===== config.mk =====
export PLATFORM = sky130hd
export DESIGN_NAME = alu_seq_flat
export DESIGN_NICKNAME = d
export VERILOG_FILES = /design/src/rtl/alu_seq_pkg.sv /design/src/rtl/alu_seq_if.sv /design/src/rtl/alu_seq_fifo.sv /design/src/rtl/alu_seq.sv /design/src/flat_wrapper.sv
export SDC_FILE = /design/constraint.sdc
export NUM_CORES = 1
export LEC_CHECK = 0
export BUFFER_PORTS_ARGS = -buffer_cell sky130_fd_sc_hd__buf_2
export CORE_ASPECT_RATIO = 1.4
export CORE_MARGIN = 2
export CORE_UTILIZATION = 40
export CTS_BUF_LIST = sky130_fd_sc_hd__clkbuf_2 sky130_fd_sc_hd__clkbuf_4 sky130_fd_sc_hd__clkbuf_8
export DETAILED_ROUTE_END_ITERATION = 8
export PLACE_DENSITY_LB_ADDON = 0.12
export SYNTH_ARGS = -nofsm -noshare
export SYNTH_HDL_FRONTEND = slang
export SYNTH_SLANG_ARGS = --single-unit

===== constraint.sdc =====
create_clock -name clk -period 2.02 [get_ports clk]
set_input_delay 0.404 -clock clk [delete_from_list [all_inputs] [get_ports clk]]
set_output_delay 0.404 -clock clk [all_outputs]
set_load 0.01 [all_outputs]

===== src/rtl/alu_seq_pkg.sv =====
// Shared types and widths for the ALU command sequencer.
//   OpW/SelW/TagW/CntW/SettleW : operand, select, tag, done-counter and settle-counter widths
//   cmd_t                      : one queued command (a, b, sel)
//   state_e                    : sequencer FSM states
package alu_seq_pkg;

  localparam int unsigned OpW     = 4;
  localparam int unsigned SelW    = 3;
  localparam int unsigned TagW    = 4;
  localparam int unsigned CntW    = 8;
  localparam int unsigned SettleW = 4;

  typedef struct packed {
    logic [OpW-1:0]  a;
    logic [OpW-1:0]  b;
    logic [SelW-1:0] sel;
  } cmd_t;

  typedef enum logic [1:0] {
    StIdle,
    StDrive,
    StResp
  } state_e;

endpackage


===== src/rtl/alu_seq_if.sv =====
// Bus bundle for alu_seq: command in, external ALU drive/return, response out, status.
//   slave  : sequencer view (takes commands, drives ALU and responses)
//   master : environment view (offers commands, supplies ALU result, consumes responses)
interface alu_seq_if;
  import alu_seq_pkg::*;

  logic            cmd_valid;
  logic            cmd_ready;
  logic [OpW-1:0]  cmd_a;
  logic [OpW-1:0]  cmd_b;
  logic [SelW-1:0] cmd_sel;
  logic [OpW-1:0]  alu_a;
  logic [OpW-1:0]  alu_b;
  logic [SelW-1:0] alu_sel;
  logic [OpW-1:0]  alu_out;
  logic            rsp_valid;
  logic            rsp_ready;
  logic [OpW-1:0]  rsp_data;
  logic [SelW-1:0] rsp_sel;
  logic [TagW-1:0] rsp_tag;
  logic            busy;
  logic [CntW-1:0] done_cnt;

  modport slave (
    input  cmd_valid, cmd_a, cmd_b, cmd_sel, alu_out, rsp_ready,
    output cmd_ready, alu_a, alu_b, alu_sel, rsp_valid, rsp_data, rsp_sel, rsp_tag,
           busy, done_cnt
  );

  modport master (
    output cmd_valid, cmd_a, cmd_b, cmd_sel, alu_out, rsp_ready,
    input  cmd_ready, alu_a, alu_b, alu_sel, rsp_valid, rsp_data, rsp_sel, rsp_tag,
           busy, done_cnt
  );

endinterface


===== src/rtl/alu_seq_fifo.sv =====
// Command FIFO for alu_seq. DEPTH entries (power of two), asynchronous active-low reset.
//   clk, rst_n   : clock, async active-low reset
//   push, wdata  : write request (ignored when full, even if popping this cycle)
//   pop, rdata   : read request (ignored when empty); rdata shows the head entry
//   full, empty  : occupancy flags
module alu_seq_fifo
  import alu_seq_pkg::*;
#(
  parameter int unsigned DEPTH = 4
) (
  input  logic clk,
  input  logic rst_n,
  input  logic push,
  input  logic pop,
  input  cmd_t wdata,
  output cmd_t rdata,
  output logic full,
  output logic empty
);

  localparam int unsigned AW = $clog2(DEPTH);
  localparam logic [AW:0] FullCount = (AW+1)'(DEPTH);

  cmd_t          mem_q [DEPTH];
  logic [AW-1:0] wr_ptr_q, rd_ptr_q;
  logic [AW:0]   count_q, count_d;
  logic          do_push, do_pop;

  assign full    = (count_q == FullCount);
  assign empty   = (count_q == '0);
  assign do_push = push && !full;
  assign do_pop  = pop && !empty;
  assign rdata   = mem_q[rd_ptr_q];

  always_comb begin
    count_d = count_q;
    unique case ({do_push, do_pop})
      2'b10:   count_d = count_q + 1'b1;
      2'b01:   count_d = count_q - 1'b1;
      default: count_d = count_q;
    endcase
  end

  // Storage needs no reset: entries are only read once written.
  always_ff @(posedge clk) begin
    if (do_push) begin
      mem_q[wr_ptr_q] <= wdata;
    end
  end

  // Pointers wrap naturally because DEPTH is a power of two.
  always_ff @(posedge clk or negedge rst_n) begin
    if (!rst_n) begin
      wr_ptr_q <= '0;
      rd_ptr_q <= '0;
      count_q  <= '0;
    end else begin
      if (do_push) wr_ptr_q <= wr_ptr_q + 1'b1;
      if (do_pop)  rd_ptr_q <= rd_ptr_q + 1'b1;
      count_q <= count_d;
    end
  end

endmodule


===== src/rtl/alu_seq.sv =====
// ALU command sequencer. Queues commands, drives them one at a time to an external
// combinational 4-bit ALU, holds operands SETTLE cycles, samples the result and presents
// it as a tagged response.
//   clk, rst_n : clock, async active-low reset
//   bus        : alu_seq_if.slave (command, ALU drive/return, response, busy, done_cnt)
//   DEPTH      : command FIFO entries (power of two, 2..16)
//   SETTLE     : cycles operands are held before sampling alu_out (1..15)
module alu_seq
  import alu_seq_pkg::*;
#(
  parameter int unsigned DEPTH  = 4,
  parameter int unsigned SETTLE = 1
) (
  input logic      clk,
  input logic      rst_n,
  alu_seq_if.slave bus
);

  cmd_t fifo_wdata, fifo_rdata;
  logic fifo_full, fifo_empty, fifo_pop;

  assign fifo_wdata = cmd_t'{a: bus.cmd_a, b: bus.cmd_b, sel: bus.cmd_sel};

  alu_seq_fifo #(
    .DEPTH(DEPTH)
  ) u_fifo (
    .clk  (clk),
    .rst_n(rst_n),
    .push (bus.cmd_valid),
    .pop  (fifo_pop),
    .wdata(fifo_wdata),
    .rdata(fifo_rdata),
    .full (fifo_full),
    .empty(fifo_empty)
  );

  state_e             state_q, state_d;
  logic [SettleW-1:0] cnt_q, cnt_d;
  cmd_t               op_q, op_d;
  logic [OpW-1:0]     data_q, data_d;
  logic [TagW-1:0]    tag_q, tag_d;
  logic [TagW-1:0]    next_tag_q, next_tag_d;
  logic [CntW-1:0]    done_q, done_d;

  always_comb begin
    state_d    = state_q;
    cnt_d      = cnt_q;
    op_d       = op_q;
    data_d     = data_q;
    tag_d      = tag_q;
    next_tag_d = next_tag_q;
    done_d     = done_q;
    fifo_pop   = 1'b0;
    unique case (state_q)
      StIdle: begin
        if (!fifo_empty) begin
          fifo_pop   = 1'b1;
          op_d       = fifo_rdata;
          tag_d      = next_tag_q;
          next_tag_d = next_tag_q + 1'b1;
          cnt_d      = SettleW'(SETTLE - 1);
          state_d    = StDrive;
        end
      end
      StDrive: begin
        if (cnt_q == '0) begin
          data_d  = bus.alu_out;
          state_d = StResp;
        end else begin
          cnt_d = cnt_q - 1'b1;
        end
      end
      StResp: begin
        if (bus.rsp_ready) begin
          done_d  = done_q + 1'b1;
          state_d = StIdle;
        end
      end
      default: state_d = StIdle;
    endcase
  end

  always_ff @(posedge clk or negedge rst_n) begin
    if (!rst_n) begin
      state_q    <= StIdle;
      cnt_q      <= '0;
      op_q       <= '0;
      data_q     <= '0;
      tag_q      <= '0;
      next_tag_q <= '0;
      done_q     <= '0;
    end else begin
      state_q    <= state_d;
      cnt_q      <= cnt_d;
      op_q       <= op_d;
      data_q     <= data_d;
      tag_q      <= tag_d;
      next_tag_q <= next_tag_d;
      done_q     <= done_d;
    end
  end

  // op_q doubles as the ALU drive and the response select; it is never cleared in idle.
  assign bus.cmd_ready = !fifo_full;
  assign bus.alu_a     = op_q.a;
  assign bus.alu_b     = op_q.b;
  assign bus.alu_sel   = op_q.sel;
  assign bus.rsp_valid = (state_q == StResp);
  assign bus.rsp_data  = data_q;
  assign bus.rsp_sel   = op_q.sel;
  assign bus.rsp_tag   = tag_q;
  assign bus.busy      = (state_q != StIdle) || !fifo_empty;
  assign bus.done_cnt  = done_q;

endmodule

===== src/flat_wrapper.sv =====
// flat-port wrapper written by rule: the top's interface ports become plain ports
module alu_seq_flat import alu_seq_pkg::*;
#(
  parameter int unsigned DEPTH  = 4,
  parameter int unsigned SETTLE = 1
)
  (clk, rst_n, bus_cmd_valid, bus_cmd_a, bus_cmd_b, bus_cmd_sel, bus_alu_out, bus_rsp_ready, bus_cmd_ready, bus_alu_a, bus_alu_b, bus_alu_sel, bus_rsp_valid, bus_rsp_data, bus_rsp_sel, bus_rsp_tag, bus_busy, bus_done_cnt);
  alu_seq_if bus_i ();
  input logic clk;
  input logic rst_n;
  input wire logic [$bits(bus_i.cmd_valid)-1:0] bus_cmd_valid;
  input wire logic [$bits(bus_i.cmd_a)-1:0] bus_cmd_a;
  input wire logic [$bits(bus_i.cmd_b)-1:0] bus_cmd_b;
  input wire logic [$bits(bus_i.cmd_sel)-1:0] bus_cmd_sel;
  input wire logic [$bits(bus_i.alu_out)-1:0] bus_alu_out;
  input wire logic [$bits(bus_i.rsp_ready)-1:0] bus_rsp_ready;
  output wire logic [$bits(bus_i.cmd_ready)-1:0] bus_cmd_ready;
  output wire logic [$bits(bus_i.alu_a)-1:0] bus_alu_a;
  output wire logic [$bits(bus_i.alu_b)-1:0] bus_alu_b;
  output wire logic [$bits(bus_i.alu_sel)-1:0] bus_alu_sel;
  output wire logic [$bits(bus_i.rsp_valid)-1:0] bus_rsp_valid;
  output wire logic [$bits(bus_i.rsp_data)-1:0] bus_rsp_data;
  output wire logic [$bits(bus_i.rsp_sel)-1:0] bus_rsp_sel;
  output wire logic [$bits(bus_i.rsp_tag)-1:0] bus_rsp_tag;
  output wire logic [$bits(bus_i.busy)-1:0] bus_busy;
  output wire logic [$bits(bus_i.done_cnt)-1:0] bus_done_cnt;
  assign bus_i.cmd_valid = bus_cmd_valid;
  assign bus_i.cmd_a = bus_cmd_a;
  assign bus_i.cmd_b = bus_cmd_b;
  assign bus_i.cmd_sel = bus_cmd_sel;
  assign bus_i.alu_out = bus_alu_out;
  assign bus_i.rsp_ready = bus_rsp_ready;
  assign bus_cmd_ready = bus_i.cmd_ready;
  assign bus_alu_a = bus_i.alu_a;
  assign bus_alu_b = bus_i.alu_b;
  assign bus_alu_sel = bus_i.alu_sel;
  assign bus_rsp_valid = bus_i.rsp_valid;
  assign bus_rsp_data = bus_i.rsp_data;
  assign bus_rsp_sel = bus_i.rsp_sel;
  assign bus_rsp_tag = bus_i.rsp_tag;
  assign bus_busy = bus_i.busy;
  assign bus_done_cnt = bus_i.done_cnt;
  alu_seq #(.DEPTH(DEPTH), .SETTLE(SETTLE)) u_core (.clk(clk), .rst_n(rst_n), .bus(bus_i));
endmodule

# --- Yosys cells after proc, flatten, opt, wreduce, memory -nomap -nowiden ---
# Memory sizes are Yosys's and may differ from the RTL's. A register that Yosys moved wholly into a read port is not among the register bits.
# Index checks and enable logic that the tools add are counted.
totals:
  mem_count: 1
  wordCells: 56
  mem_bits_rw: 44
  inputBits: 19
  register_bits: 33
classes:
  n_bitwise: 1
  addsub: 7
  n_reduce_logical: 17
  n_mux: 12
  eq_ne: 9
memory_table:
  columns: ["memory", "words", "word_bits", "read_ports", "rd_ports_with_merged_regs", "wr", "line_no", "source"]
  rows:
  - ["u_core.u_fifo.mem_q", 4, 11, 1, 1, 1, "alu_seq_fifo.sv:24", "cmd_t mem_q [DEPTH];"]
ops:
  columns: ["operator", "n"]
  rows:
  - ["$add A8 B1 Y8 const B", 1]
  - ["$mux W4", 2]
  - ["$pmux W4 S2", 1]
  - ["$mux W2", 3]
  - ["$ne A2 B2 Y1 const B", 3]
  - ["$pmux W2 S3", 1]
  - ["$pmux W3 S2", 1]
  - ["$reduce_and A2 Y1", 3]
  - ["$reduce_and A3 Y1", 2]
  - ["$reduce_bool A2 Y1", 3]
  - ["$add A2 B1 Y2 const B", 2]
  - ["$add A4 B1 Y4 const B", 1]
  - ["$eq A2 B1 Y1 const B", 2]
  - ["$eq A2 B2 Y1 const B", 2]
  - ["$logic_not A4 Y1", 1]
  - ["$mux W1", 4]
  - ["$sub A4 B1 Y4 const B", 1]
  - ["$add A3 B1 Y3 const B", 1]
  - ["$eq A3 B3 Y1 const B", 1]
  - ["$logic_not A1 Y1", 3]
  - ["$logic_not A3 Y1", 1]
  - ["$sub A3 B1 Y3 const B", 1]
  - ["$logic_and A1 B1 Y1", 2]
  - ["$logic_not A2 Y1", 1]
  - ["other kinds (3)", 3]

# --- Logic depth before layout (Yosys ltp) ---
# Gate-level depths: netlist of the first run.
depth:
  depth_word: 6
  depth_mapped: 11
  mapped_depth_nobuf: 9

# --- Modules after synthesis ---
# From an unflattened synthesis of the first run, not the netlist that was laid out.
unflattened:
  hier_cells: 219
  hier_area_um2: 3646.0
by_module_without_submodules:
  columns: ["module", "cells_each", "seq_area_each_um2", "instances", "area_per_inst_um2"]
  rows:
  - ["alu_seq_fifo", 95, 1496.4, 1, 2015.7]
  - ["alu_seq", 124, 925.9, 1, 1630.3]

# --- Least setup slack after synthesis of the first run ---
# Ideal clock, no wire load.
synth_path:
  kind: "reg2reg"
  from: "register u_core.u_fifo.count_q[0]"
  to: "register u_core.u_fifo.count_q[2]"
  slack_ns: -0.178
  stages_incl_launch_ff: 10
  synth_period_minus_slack_ns: 2.198
  arrival_time_ns: 2.119
  cell_sequence: "dfrtp_1 > or3b_1 > and2_1 > inv_1 > ha_1 > inv_1 > fa_1 > xor2_1 > nor2_1 > xor2_1"
synth_lines:
  columns: ["element", "line_no", "source"]
  rows:
  - ["start, declared", "alu_seq_fifo.sv:26", "logic [AW:0] count_q, count_d;"]
  - ["start signal, assigned", "alu_seq_fifo.sv:60", "count_q <= count_d;"]
  - ["$eq A3 B3 Y1 (*)", "alu_seq_fifo.sv:29", "assign full = (count_q == FullCount);"]
  - ["$logic_not A1 Y1 (*)", null, null]
  - ["via bus_cmd_ready", "flat_wrapper.sv:17", "output wire logic [$bits(bus_i.cmd_ready)-1:0] bus_cmd_ready;"]
  - ["$logic_and A1 B1 Y1 (*)", "alu_seq_fifo.sv:31", "assign do_push = push && !full;"]
  - ["$eq A2 B1 Y1 / $eq A2 B2 Y1 (equally long branches)", "alu_seq_fifo.sv:37", "unique case ({do_push, do_pop})"]
  - ["$pmux W3 S2 / $reduce_bool A2 Y1 (equally long branches)", null, null]
# Mark *: on every way through the listed nets, which the timed path passes. The rest lies on a longest branch.
# A chain may end at the register's enable or synchronous reset.

# --- Worst setup path in the final report of the first run ---
layout_path:
  from: "register u_core.u_fifo.count_q[0]"
  to: "register u_core.u_fifo.count_q[2]"
layout_between:
  elab_chain_cells: 6
layout_rtl:
  columns: ["element", "line_no", "source"]
  rows:
  - ["$logic_not A3 Y1", "alu_seq_fifo.sv:30", "assign empty = (count_q == '0);"]
  - ["$mux W1", "alu_seq.sv:56", "if (!fifo_empty) begin"]
  - ["$mux W1", "alu_seq.sv:54", "unique case (state_q)"]
  - ["$logic_and A1 B1 Y1", "alu_seq_fifo.sv:32", "assign do_pop = pop && !empty;"]
  - ["$eq A2 B1 Y1 / $eq A2 B2 Y1 (equally long branches)", "alu_seq_fifo.sv:37", null]
  - ["$pmux W3 S2 / $reduce_bool A2 Y1 (equally long branches)", null, null]
# Several ways; a longest one is shown, not always the timed one.

==> parameters.txt, run 1 <==
Parameter                              Value

Pwr
  Sequential group share of total power ... 42.0%
  Power per cell area ... 1540 mW/mm^2
  Net Switching ... 0.00214 W
  Max rail drop VDD ... 0.000802 V
  Internal ... 0.00451 W
  Final total power ... 0.00664 W
  Switching part of the total ... 32.2%
  Clock Power Share ... 19.5%
  Cell leakage power ... 1.80 nW
  Proportion of power drawn by combinational gates ... 38.5%

Synth
  Most instantiated flip-flop cell in the synthesis netlist ... edfxtp_1
  FF+latch count, synth ... 88
  Synth Instances ... 216
  Net count of the mapped netlist ... 245
  Proportion of netlist area held by the largest area contributor ... 36.4%
  Post-synth EDFFs ... 44
  Area of the mapped netlist ... 0.00363 sq mm
  Post-synthesis area per instance ... 16.8 sq um
  Synth warn ... 0
  Cell type with the highest aggregate area in the netlist ... edfxtp_1
  Number of different library cells in the post-synthesis netlist ... 43
  Sequential area share after synthesis ... 66.6%
  Top cells by area, synth ... edfxtp_1, dfrtp_1, mux4_2
  Post-synthesis async set-or-reset flop share ... 50.0%

Die
  Die footprint ... 0.00988 sq mm
  Standard cell core area ... 0.00893 sq mm
  Number of placement rows ... 41
  Top Ports ... 52
  Chip height ... 117 um
  Starting density of the core ... 40.7%
  Die Span X ... 84.6 um

Worst setup path
  Maximum fanout along the worst path ... 2
  Required time reported for the critical path endpoint ... 2.30 ns
  Startpoint of the most critical setup path ... u_core.u_fifo.count_q[0]$_DFFE_PN0P_
  Reg2reg start ... u_core.u_fifo.count_q[0]$_DFFE_PN0P_
  Count of cells along the worst register-to-register path ... 9
  Type of element capturing the critical path ... flop
  End of the worst register-to-register path ... u_core.u_fifo.count_q[2]$_DFFE_PN0P_
  Startpoint Class ... flop
  Worst reg2reg setup slack ... 0.03 ns
  Worst setup path endpoint ... u_core.u_fifo.count_q[2]$_DFFE_PN0P_
  WP data arrival ... 2.27 ns
  Worst Setup Path Type ... flop to flop

Detailed routing
  Post-DR vias/cell ... 5.04
  Antenna-violating nets left ... 0
  Routed Wire Length ... 6580 um
  Remaining routing DRC violations ... 0
  1st-iter DRT viols ... 84
  Total vias in the final route ... 1994
  Wire length per cell ... 16.6 um
  Number of optimization iterations in the first detailed-route pass ... 4

Timing
  Min setup slack post-route ... 0.0309 ns
  Total count of max-transition violations in the final report ... 0
  Final Critical Period ... 1.99 ns
  Headroom to the max-slew limit ... 61.4%
  Hold Fails Final Rpt ... 0
  RSZ-0062 raised after global routing ... yes
  Peak Freq ... 503 MHz
  Final setup vio count ... 0
  Worst Hold Slack ... 0.121 ns
  Setup Skew ... 0.00997 ns
  Setup TNS ... 0 ns
  Transition time at the pin with the least slew margin ... 0.579 ns
  Period utilization ... 98.5%

Clock network
  Post-cts sizing count ... 0
  Count of hold buffers inserted by post-cts repair ... 0
  Clock H-tree levels ... 3
  Clock Sink Count ... 88
  Root cell of the clock tree ... clkbuf_8
  Clock transition at the registers of the reported paths ... 0.09 ns
  Clock tree from TritonCTS ... done
  Clock buffers created by TritonCTS ... 9
  Source-to-sink clock delay at the later pin of the worst-skew pair ... 0.36 ns
  Number of buffers between clock root and the deepest sink ... 2

GRT
  Aggregate global-route resource usage ... 14.9%
  Congestion Overflow GR ... 0
  Grt met1 use ... 16.7%
  Maximum number of pins on one net before global-route repair ... 45
  GRT met3 Usage ... 2.73%
  Number of antenna violations at the first check in global routing ... 0
  Wire length of the first global-routing pass ... 10800 um
  Top Usage Layer GRT ... met2
  Vias in the first global route ... 2077
  Met2 routing resource usage after global routing ... 26.6%

Placement
  Weighted congestion reported at the end of routability-driven placement ... 0.738
  Detailed-placement wirelength estimate ... 4410 um
  Number of buffer cells added on primary ports ... 51
  Worst slack, placed ... -0.0141 ns

Final layout
  Synth-to-layout area growth ... 18.7%
  Number of nets in the finished design ... 314
  Final core utilization ... 48.3%
  Layout cells sized above 1 ... 44.3%
  Number of antenna diodes ... 0

Min path
  Class of the worst hold path ... input pin to asynchronous set/reset pin

Run
  Max Cap Viol ... 0

Status
  Status ... completed
repair_timing:
action,4_1_cts,5_1_grt
setup buffers,1,0
gates cloned,0,0
setup endpoints to repair,1,1
pin swaps,2,4
critical path: stages (launching register included):
cell	delay, ns
dfrtp_1	0.38
or3b_4	0.40
and2_4	0.15
inv_2	0.06
ha_4	0.13
inv_2	0.03
fa_2	0.32
xor2_1	0.15
nor2_1	0.13
xor2_1	0.16
worst min-delay path by stage:
stage | cells after the start | end | slack (ns)
after floorplan | 0 | u_core.bus.alu_a[0]$_DFFE_PN0P_ | 0.11
after global placement | 1 | u_core.bus.done_cnt[7]$_DFFE_PN0P_ | 0.46
after detailed placement | 1 | u_core.bus.done_cnt[7]$_DFFE_PN0P_ | 0.46
after CTS | 2 | u_core.cnt_q[2]$_DFFE_PN0P_ | 0.13
after global routing | 2 | u_core.bus.alu_sel[2]$_DFFE_PN0P_ | 0.16
final | 2 | u_core.cnt_q[2]$_DFFE_PN0P_ | 0.12
power groups by stage:
| stage | combinational, W | clock, W | sequential (W) |
|---|---|---|---|
| floorplan | 0.00168 | 0 | 0.00292 |
| global placement | 0.00259 | 0 | 0.00283 |
| detailed placement | 0.00262 | 0 | 0.00284 |
| CTS | 0.00264 | 0.00133 | 0.00281 |
| global route | 0.00283 | 0.00140 | 0.00287 |
| finish | 0.00256 | 0.00129 | 0.00279 |
synth_stat cells, types with 4 or more instances:
master	count
ha_1	9
inv_1	10
and3_1	6
edfxtp_1	44
nor2_1	6
nand2_1	4
dfrtp_1	44
xnor2_1	10
mux4_2	11
xor2_1	6
mux2_2	21
area by class of cell:
type | instances | area, sq um
fill | 814 | 4610
sequential | 88 | 2420
multi-input combinational | 109 | 1140
timing repair buffer | 66 | 368
tap | 107 | 134
clock buffer | 9 | 124
clock inverter | 6 | 85.1
inverter | 11 | 43.8
placed cells by master, fill, tap and decap left out, types with 2 or more instances in the layout:
cell,instances
and3_1,6
buf_2,51
buf_4,15
bufinv_16,2
clkbuf_8,9
clkinv_2,2
clkinvlp_4,2
dfrtp_1,44
edfxtp_1,44
ha_1,8
inv_1,8
inv_2,2
mux2_2,21
mux2i_1,2
mux4_2,11
nand2_1,4
nand3_1,3
nand4_1,3
nor2_1,5
nor3_1,3
o2bb2ai_1,2
xnor2_1,10
xor2_1,6
metal layers:
metal  share of wire (%)  vias up
li1                    -      931
met1                  40     1004
met2                  54       47
met3                 3.7       12
met4                 2.6        0
met5                   0        -
logic make-up (layout without fill, tap and decap cells):
family                   count (synthesis)  after routing  synth area share (%)
flip-flops                              88             88                  66.6
AND/OR/NAND/NOR                         40             40                  7.20
multiplexers                            35             35                  14.3
buffers and inverters                   19             92                  2.79
XOR/XNOR                                16             16                  3.86
adder cells (fa/ha/maj)                 10             10                  3.65
AO/OA/AOI/OAI                            8              8                  1.58
flip-flops by register name, indices dropped and copies added, names as in the netlist:
signal	count
u_core.u_fifo.count_q	3
u_core.bus.rsp_data	4
u_core.bus.done_cnt	8
u_core.bus.alu_b	4
u_core.bus.rsp_tag	4
u_core.next_tag_q	4
u_core.state_q	2
u_core.cnt_q	4
u_core.u_fifo.mem_q	44
u_core.u_fifo.wr_ptr_q	2
u_core.u_fifo.rd_ptr_q	2
u_core.bus.alu_a	4
u_core.bus.alu_sel	3
stage by stage:
stage,std cells,area (sq um)
2_1_floorplan,216,3660
3_3_place_gp,380,4100
3_5_place_dp,380,4100
4_1_cts,396,4320
5_1_grt,396,4320
6_report,396,4320
(Power assumes the default switching activity.)
==> inputs of run 2 (changes only) <==
- clock period: 2.02 -> 2.56 ns (I/O delays scaled with it)
==> parameters.txt, run 2 (synthesis results as in run 1) <==
Parameter                              Value

Worst setup path
  Series of cell instances along the critical path ... or3b_1 -> and2_1 -> inv_1 -> ha_1 -> inv_1 -> fa_1 -> xor2_1 -> nor2_1 -> xor2_1
  Buf/Inv on CP ... 2
  Crit path max-delay family ... simple AND/OR/NAND/NOR gates
  Type of element capturing the critical path ... flop
  Required time reported for the critical path endpoint ... 2.84 ns
  Worst path slowest cell ... or3b_1
  Worst Setup Path Type ... flop to flop
  Maximum fanout along the worst path ... 6
  WP data arrival ... 2.57 ns
  Longest individual stage delay on the worst path ... 0.47 ns
  Startpoint Class ... flop

Final layout
  Most common cell after layout, fill and taps aside ... buf_2
  Layout cells sized above 1 ... 40.0%
  Number of non-filler instances in the completed layout ... 387
  Register with the most flip-flops ... u_core.u_fifo.mem_q
  Number of antenna diodes ... 0
  Synth-to-layout area growth ... 15.6%
  Highest-count cells in the layout ignoring fill and taps ... buf_2, dfrtp_1, edfxtp_1, mux2_2, mux4_2
  Number of nets in the finished design ... 304
  Number of flip-flops in the largest register ... 44

GRT
  Wire length of the first global-routing pass ... 10600 um
  Vias in the first global route ... 1971
  Aggregate global-route resource usage ... 14.7%
  Number of antenna violations at the first check in global routing ... 0
  Congestion Overflow GR ... 0
  Maximum number of pins on one net before global-route repair ... 20

Clock network
  Post-cts sizing count ... 0
  Clock Sink Count ... 88
  Clock tree from TritonCTS ... done
  Clock transition at the registers of the reported paths ... 0.09 ns
  Count of hold buffers inserted by post-cts repair ... 0
  Setup Fix Bufs, Post-CTS ... 0
  Root cell of the clock tree ... clkbuf_8
  Clock H-tree levels ... 3
  Number of buffers between clock root and the deepest sink ... 2
  Clock buffers created by TritonCTS ... 9
  Source-to-sink clock delay at the later pin of the worst-skew pair ... 0.35 ns

Placement
  Worst slack, placed ... 0.273 ns
  Number of buffer cells added on primary ports ... 51
  Weighted congestion reported at the end of routability-driven placement ... 0.745
  Cell count after placement ... 371
  Detailed-placement wirelength estimate ... 4360 um

Die
  Standard cell core area ... 0.00893 sq mm
  Die footprint ... 0.00988 sq mm
  Die Span X ... 84.6 um
  Starting density of the core ... 40.7%
  Top Ports ... 52
  Chip height ... 117 um
  Number of placement rows ... 41

Status
  Status ... completed

Detailed routing
  Antenna-violating nets left ... 0
  Wire length per cell ... 16.8 um
  Met2 routed wirelength ... 3380 um
  Top layer reached by signal wires ... met4
  Remaining routing DRC violations ... 0
  Post-DR vias/cell ... 5.03
  Total vias in the final route ... 1947
  Detailed-routing wirelength on met1 ... 2780 um
  Routed Wire Length ... 6510 um
  Number of optimization iterations in the first detailed-route pass ... 4
  Met3 Routed Length ... 280 um
  1st-iter DRT viols ... 66

Timing
  Total count of max-transition violations in the final report ... 0
  RSZ-0062 raised after global routing ... no
  Hold Fails Final Rpt ... 0
  Headroom to the max-slew limit ... 57.0%
  Min setup slack post-route ... 0.275 ns
  Setup TNS ... 0 ns
  Setup Skew ... 0.0102 ns
  Final setup vio count ... 0
  Final Critical Period ... 2.28 ns
  Peak Freq ... 438 MHz
  Worst Hold Slack ... 0.0782 ns
  Transition time at the pin with the least slew margin ... 0.645 ns
  Period utilization ... 89.2%

Min path
  Class of the worst hold path ... input pin to asynchronous set/reset pin

Pwr
  Max rail drop VDD ... 0.000492 V
  Cell leakage power ... 1.75 nW
  Power per cell area ... 1200 mW/mm^2

Run
  Max Cap Viol ... 0
-- run 2: cell count changes in the layout (fill, tap and decap cells not counted), sizes merged --
cell      delta
bufinv       -1
clkbuf       +4
buf         -10
clkinvlp     -1
clkinv       -1
-- run 2: path summary, 6_finish.rpt --
| path | startpoint | to | slack, ns | depth (start not counted) |
|---|---|---|---|---|
| worst max-delay path | u_core.u_fifo.count_q[0]$_DFFE_PN0P_ | u_core.u_fifo.count_q[2]$_DFFE_PN0P_ | 0.28 | 9 |
| worst min-delay path | rst_n | u_core.bus.done_cnt[7]$_DFFE_PN0P_ | 0.08 | 1 |
| worst max register to register | u_core.u_fifo.count_q[0]$_DFFE_PN0P_ | u_core.u_fifo.count_q[2]$_DFFE_PN0P_ | 0.28 | 9 |
| worst min register to register | u_core.next_tag_q[3]$_DFFE_PN0P_ | u_core.next_tag_q[3]$_DFFE_PN0P_ | 0.47 | 1 |
| max in group asynchronous | rst_n | u_core.bus.alu_a[2]$_DFFE_PN0P_ | 1.88 | 2 |
| min in group clk | bus_cmd_sel[0] | u_core.u_fifo.mem_q[0][0]$_DFFE_PP_ | 0.37 | 1 |
-- run 2: worst reg2reg max path, stage by stage, from the launching register on --
cell and delay [ns]:
dfrtp_1 0.44, or3b_1 0.47, and2_1 0.23, inv_1 0.07, ha_1 0.17, inv_1 0.06, fa_1 0.37, xor2_1 0.15
nor2_1 0.11, xor2_1 0.15
-- run 2: layout make-up --
type	count	area (sq um)
Inverter	11	43.8
Clock buffer	13	154
Tap cell	107	134
Multi-Input combinational cell	109	1110
Sequential cell	88	2420
Fill cell	822	4730
Clock inverter	3	42.5
Timing Repair Buffer	56	293
-- run 2: power by group --
group | total, W | switching (W) | internal (W)
clock | 0.000974 | 0.000479 | 0.000495
combinational | 0.00177 | 0.000832 | 0.000936
sequential | 0.00228 | 0.000321 | 0.00196
-- run 2: layer usage --
metal | vias up | GRT usage, %
met5 | - | 0
met4 | 0 | 6.67
met3 | 4 | 4.21
met2 | 45 | 24.6
met1 | 984 | 17.7
li1 | 914 | -
-- run 2: through the flow --
step                power, W  area (sq um)  utilization, %
floorplan            0.00358          3630               -
global placement     0.00412          4000            44.9
detailed placement   0.00414          4000            44.9
CTS                  0.00512          4200            47.1
global route         0.00540          4200            47.1
finish               0.00502          4200            47.1
==> inputs of run 3 (changes only) <==
- ABC_AREA: default -> 1
==> parameters.txt, run 3 <==
Parameter                              Value

Detailed routing
  Number of optimization iterations in the first detailed-route pass ... 6
  1st-iter DRT viols ... 137
  Remaining routing DRC violations ... 8
  Total vias in the final route ... 2508
  Post-DR vias/cell ... 4.77
  Antenna-violating nets left ... 0
  Wire length per cell ... 13.2 um
  Routed Wire Length ... 6960 um

Worst setup path
  Reg2reg start ... u_core.u_fifo.count_q[0]$_DFFE_PN0P_
  Startpoint of the most critical setup path ... u_core.u_fifo.count_q[0]$_DFFE_PN0P_
  Count of cells along the worst register-to-register path ... 9
  Type of element capturing the critical path ... flop
  Required time reported for the critical path endpoint ... 2.80 ns
  Maximum fanout along the worst path ... 8
  Startpoint Class ... flop
  WP data arrival ... 2.29 ns
  Worst Setup Path Type ... flop to flop

Synth
  Post-synth EDFFs ... 44
  Post-synthesis async set-or-reset flop share ... 50.0%
  Most frequent cell after synthesis ... nand2_1
  Number of different library cells in the post-synthesis netlist ... 26
  Top cells by area, synth ... edfxtp_1, dfrtp_1, nand2_1
  Post-synthesis area per instance ... 10.5 sq um
  Sequential area share after synthesis ... 64.7%
  Most instantiated flip-flop cell in the synthesis netlist ... edfxtp_1
  Net count of the mapped netlist ... 385
  Synth Instances ... 356
  FF+latch count, synth ... 88
  Most used standard cells in the synthesized netlist ... nand2_1, nor2_1, dfrtp_1, edfxtp_1, o21ai_0
  Cell type with the highest aggregate area in the netlist ... edfxtp_1
  Synth warn ... 0
  Proportion of netlist area held by the largest area contributor ... 35.3%
  Area of the mapped netlist ... 0.00374 sq mm

Placement
  Number of buffer cells added on primary ports ... 51
  Detailed-placement wirelength estimate ... 4660 um
  Weighted congestion reported at the end of routability-driven placement ... 0.709

Die
  Die footprint ... 0.0102 sq mm
  Top Ports ... 52
  Starting density of the core ... 41.2%
  Number of placement rows ... 41
  Die Span X ... 85.7 um
  Standard cell core area ... 0.00908 sq mm
  Chip height ... 118 um

Clock network
  Clock transition at the registers of the reported paths ... 0.09 ns
  Root cell of the clock tree ... clkbuf_8
  Clock Sink Count ... 88
  Clock buffers created by TritonCTS ... 9
  Clock tree from TritonCTS ... done
  Number of buffers between clock root and the deepest sink ... 2
  Source-to-sink clock delay at the later pin of the worst-skew pair ... 0.35 ns
  Clock H-tree levels ... 3
  Setup Fix Bufs, Post-CTS ... 0

Timing
  Transition time at the pin with the least slew margin ... 0.791 ns
  Hold Fails Final Rpt ... 0
  Setup Skew ... 0.0117 ns
  Total count of max-transition violations in the final report ... 0
  Final setup vio count ... 0
  Setup TNS ... 0 ns
  Final Critical Period ... 2.05 ns
  Headroom to the max-slew limit ... 47.3%
  Peak Freq ... 488 MHz
  Period utilization ... 80.1%
  RSZ-0062 raised after global routing ... no

Final layout
  Synth-to-layout area growth ... 15.1%
  Highest-count cells in the layout ignoring fill and taps ... nand2_1, nor2_1, buf_2, dfrtp_1, edfxtp_1
  Number of flip-flops in the largest register ... 44
  Filler cell count in the final layout ... 892
  Number of nets in the finished design ... 443
  Register with the most flip-flops ... u_core.u_fifo.mem_q
  Area of the multi-input gates ... 0.00114 sq mm
  Combined flip-flop and latch cell area ... 0.00242 sq mm
  Most common cell after layout, fill and taps aside ... nand2_1
  Number of antenna diodes ... 0
  Layout cells sized above 1 ... 20.3%

Pwr
  Power per cell area ... 1190 mW/mm^2
  Final total power ... 0.00512 W
  Cell leakage power ... 1.99 nW
  Max rail drop VDD ... 0.000427 V

GRT
  Number of antenna violations at the first check in global routing ... 0
  Aggregate global-route resource usage ... 14.9%
  Top Usage Layer GRT ... met2
  GRT met3 Usage ... 3.49%
  Maximum number of pins on one net before global-route repair ... 36
  Congestion Overflow GR ... 0
  Met2 routing resource usage after global routing ... 25.1%
  Vias in the first global route ... 2461
  Grt met1 use ... 18.1%
  Wire length of the first global-routing pass ... 11800 um

Min path
  Startpoint of the most critical hold path ... bus_cmd_b[2]
  Class of the worst hold path ... input pin to flop
  Number of cells on the worst hold path ... 1

Status
  Status ... finished, violations left
  Violated checks ... design-rule violations

Run
  Max Cap Viol ... 0
-- run 3: cell type report --
type                            instances  share of cell area, %
Clock inverter                          4                  0.465
Clock buffer                           12                   3.69
Tap cell                              107                   3.11
Multi-Input combinational cell        228                   26.6
Inverter                               28                   2.50
Timing Repair Buffer                   59                   7.38
Sequential cell                        88                   56.3
-- run 3: cell families after synthesis --
kind of cell | share of synthesized area, %
XOR/XNOR | 2.58
AND/OR/NAND/NOR | 19.8
flip-flops | 64.7
buffers and inverters | 4.68
adder cells (fa/ha/maj) | 3.55
AO/OA/AOI/OAI | 4.62
-- run 3: worst paths after layout --
path / to / slack, ns
max in group asynchronous: u_core.cnt_q[1]$_DFFE_PN0P_ / 1.33
worst max register to register: u_core.u_fifo.count_q[2]$_DFFE_PN0P_ / 0.51
worst min-delay path: u_core.u_fifo.mem_q[0][5]$_DFFE_PP_ / 0.37
min in group asynchronous: u_core.bus.done_cnt[5]$_DFFE_PN0P_ / 0.54
worst min register to register: u_core.bus.rsp_data[3]$_DFFE_PN0P_ / 0.47
worst max-delay path: u_core.u_fifo.count_q[2]$_DFFE_PN0P_ / 0.51
-- run 3: metal layers --
layer | share of wire, % | wire length (um) | vias to the layer above
li1 | - | - | 1267
met1 | 44 | 3070 | 1186
met2 | 50 | 3500 | 45
met3 | 3.9 | 270 | 10
met4 | 1.7 | 116 | 0
met5 | 0 | 0 | -
-- run 3: through the flow --
stage	std cells	hold slack (ns)	utilization (%)	setup WS, ns	instance area [sq um]
global placement	509	0.383	45.3	0.510	4120
floorplan	356	0.216	-	0.554	3740
CTS	526	0.351	47.4	0.498	4300
global route	526	0.359	47.4	0.253	4300
finish	526	0.371	47.4	0.510	4300
detailed placement	509	0.386	45.3	0.510	4120
-- run 3: report_power, final --
part	total (W)	internal (W)	switching (W)
clock	0.000878	0.000411	0.000467
sequential	0.00225	0.00195	0.000296
combinational	0.00200	0.000732	0.00127
-- run 3: critical path, cell delays in order (launching register included) --
cell and delay, ns:
dfrtp_1 0.40, inv_1 0.16, nand3_1 0.12, nand2_1 0.24
ha_1 0.19, inv_1 0.06, fa_1 0.38, a21oi_1 0.14
o21ai_0 0.10, xor2_1 0.15
-- run 3: timing repair --
item,4_1_cts,5_1_grt
endpoints found under the hold margin,9,0
endpoints found under the setup margin,0,0
resized for setup,0,0
hold buffers,1,0
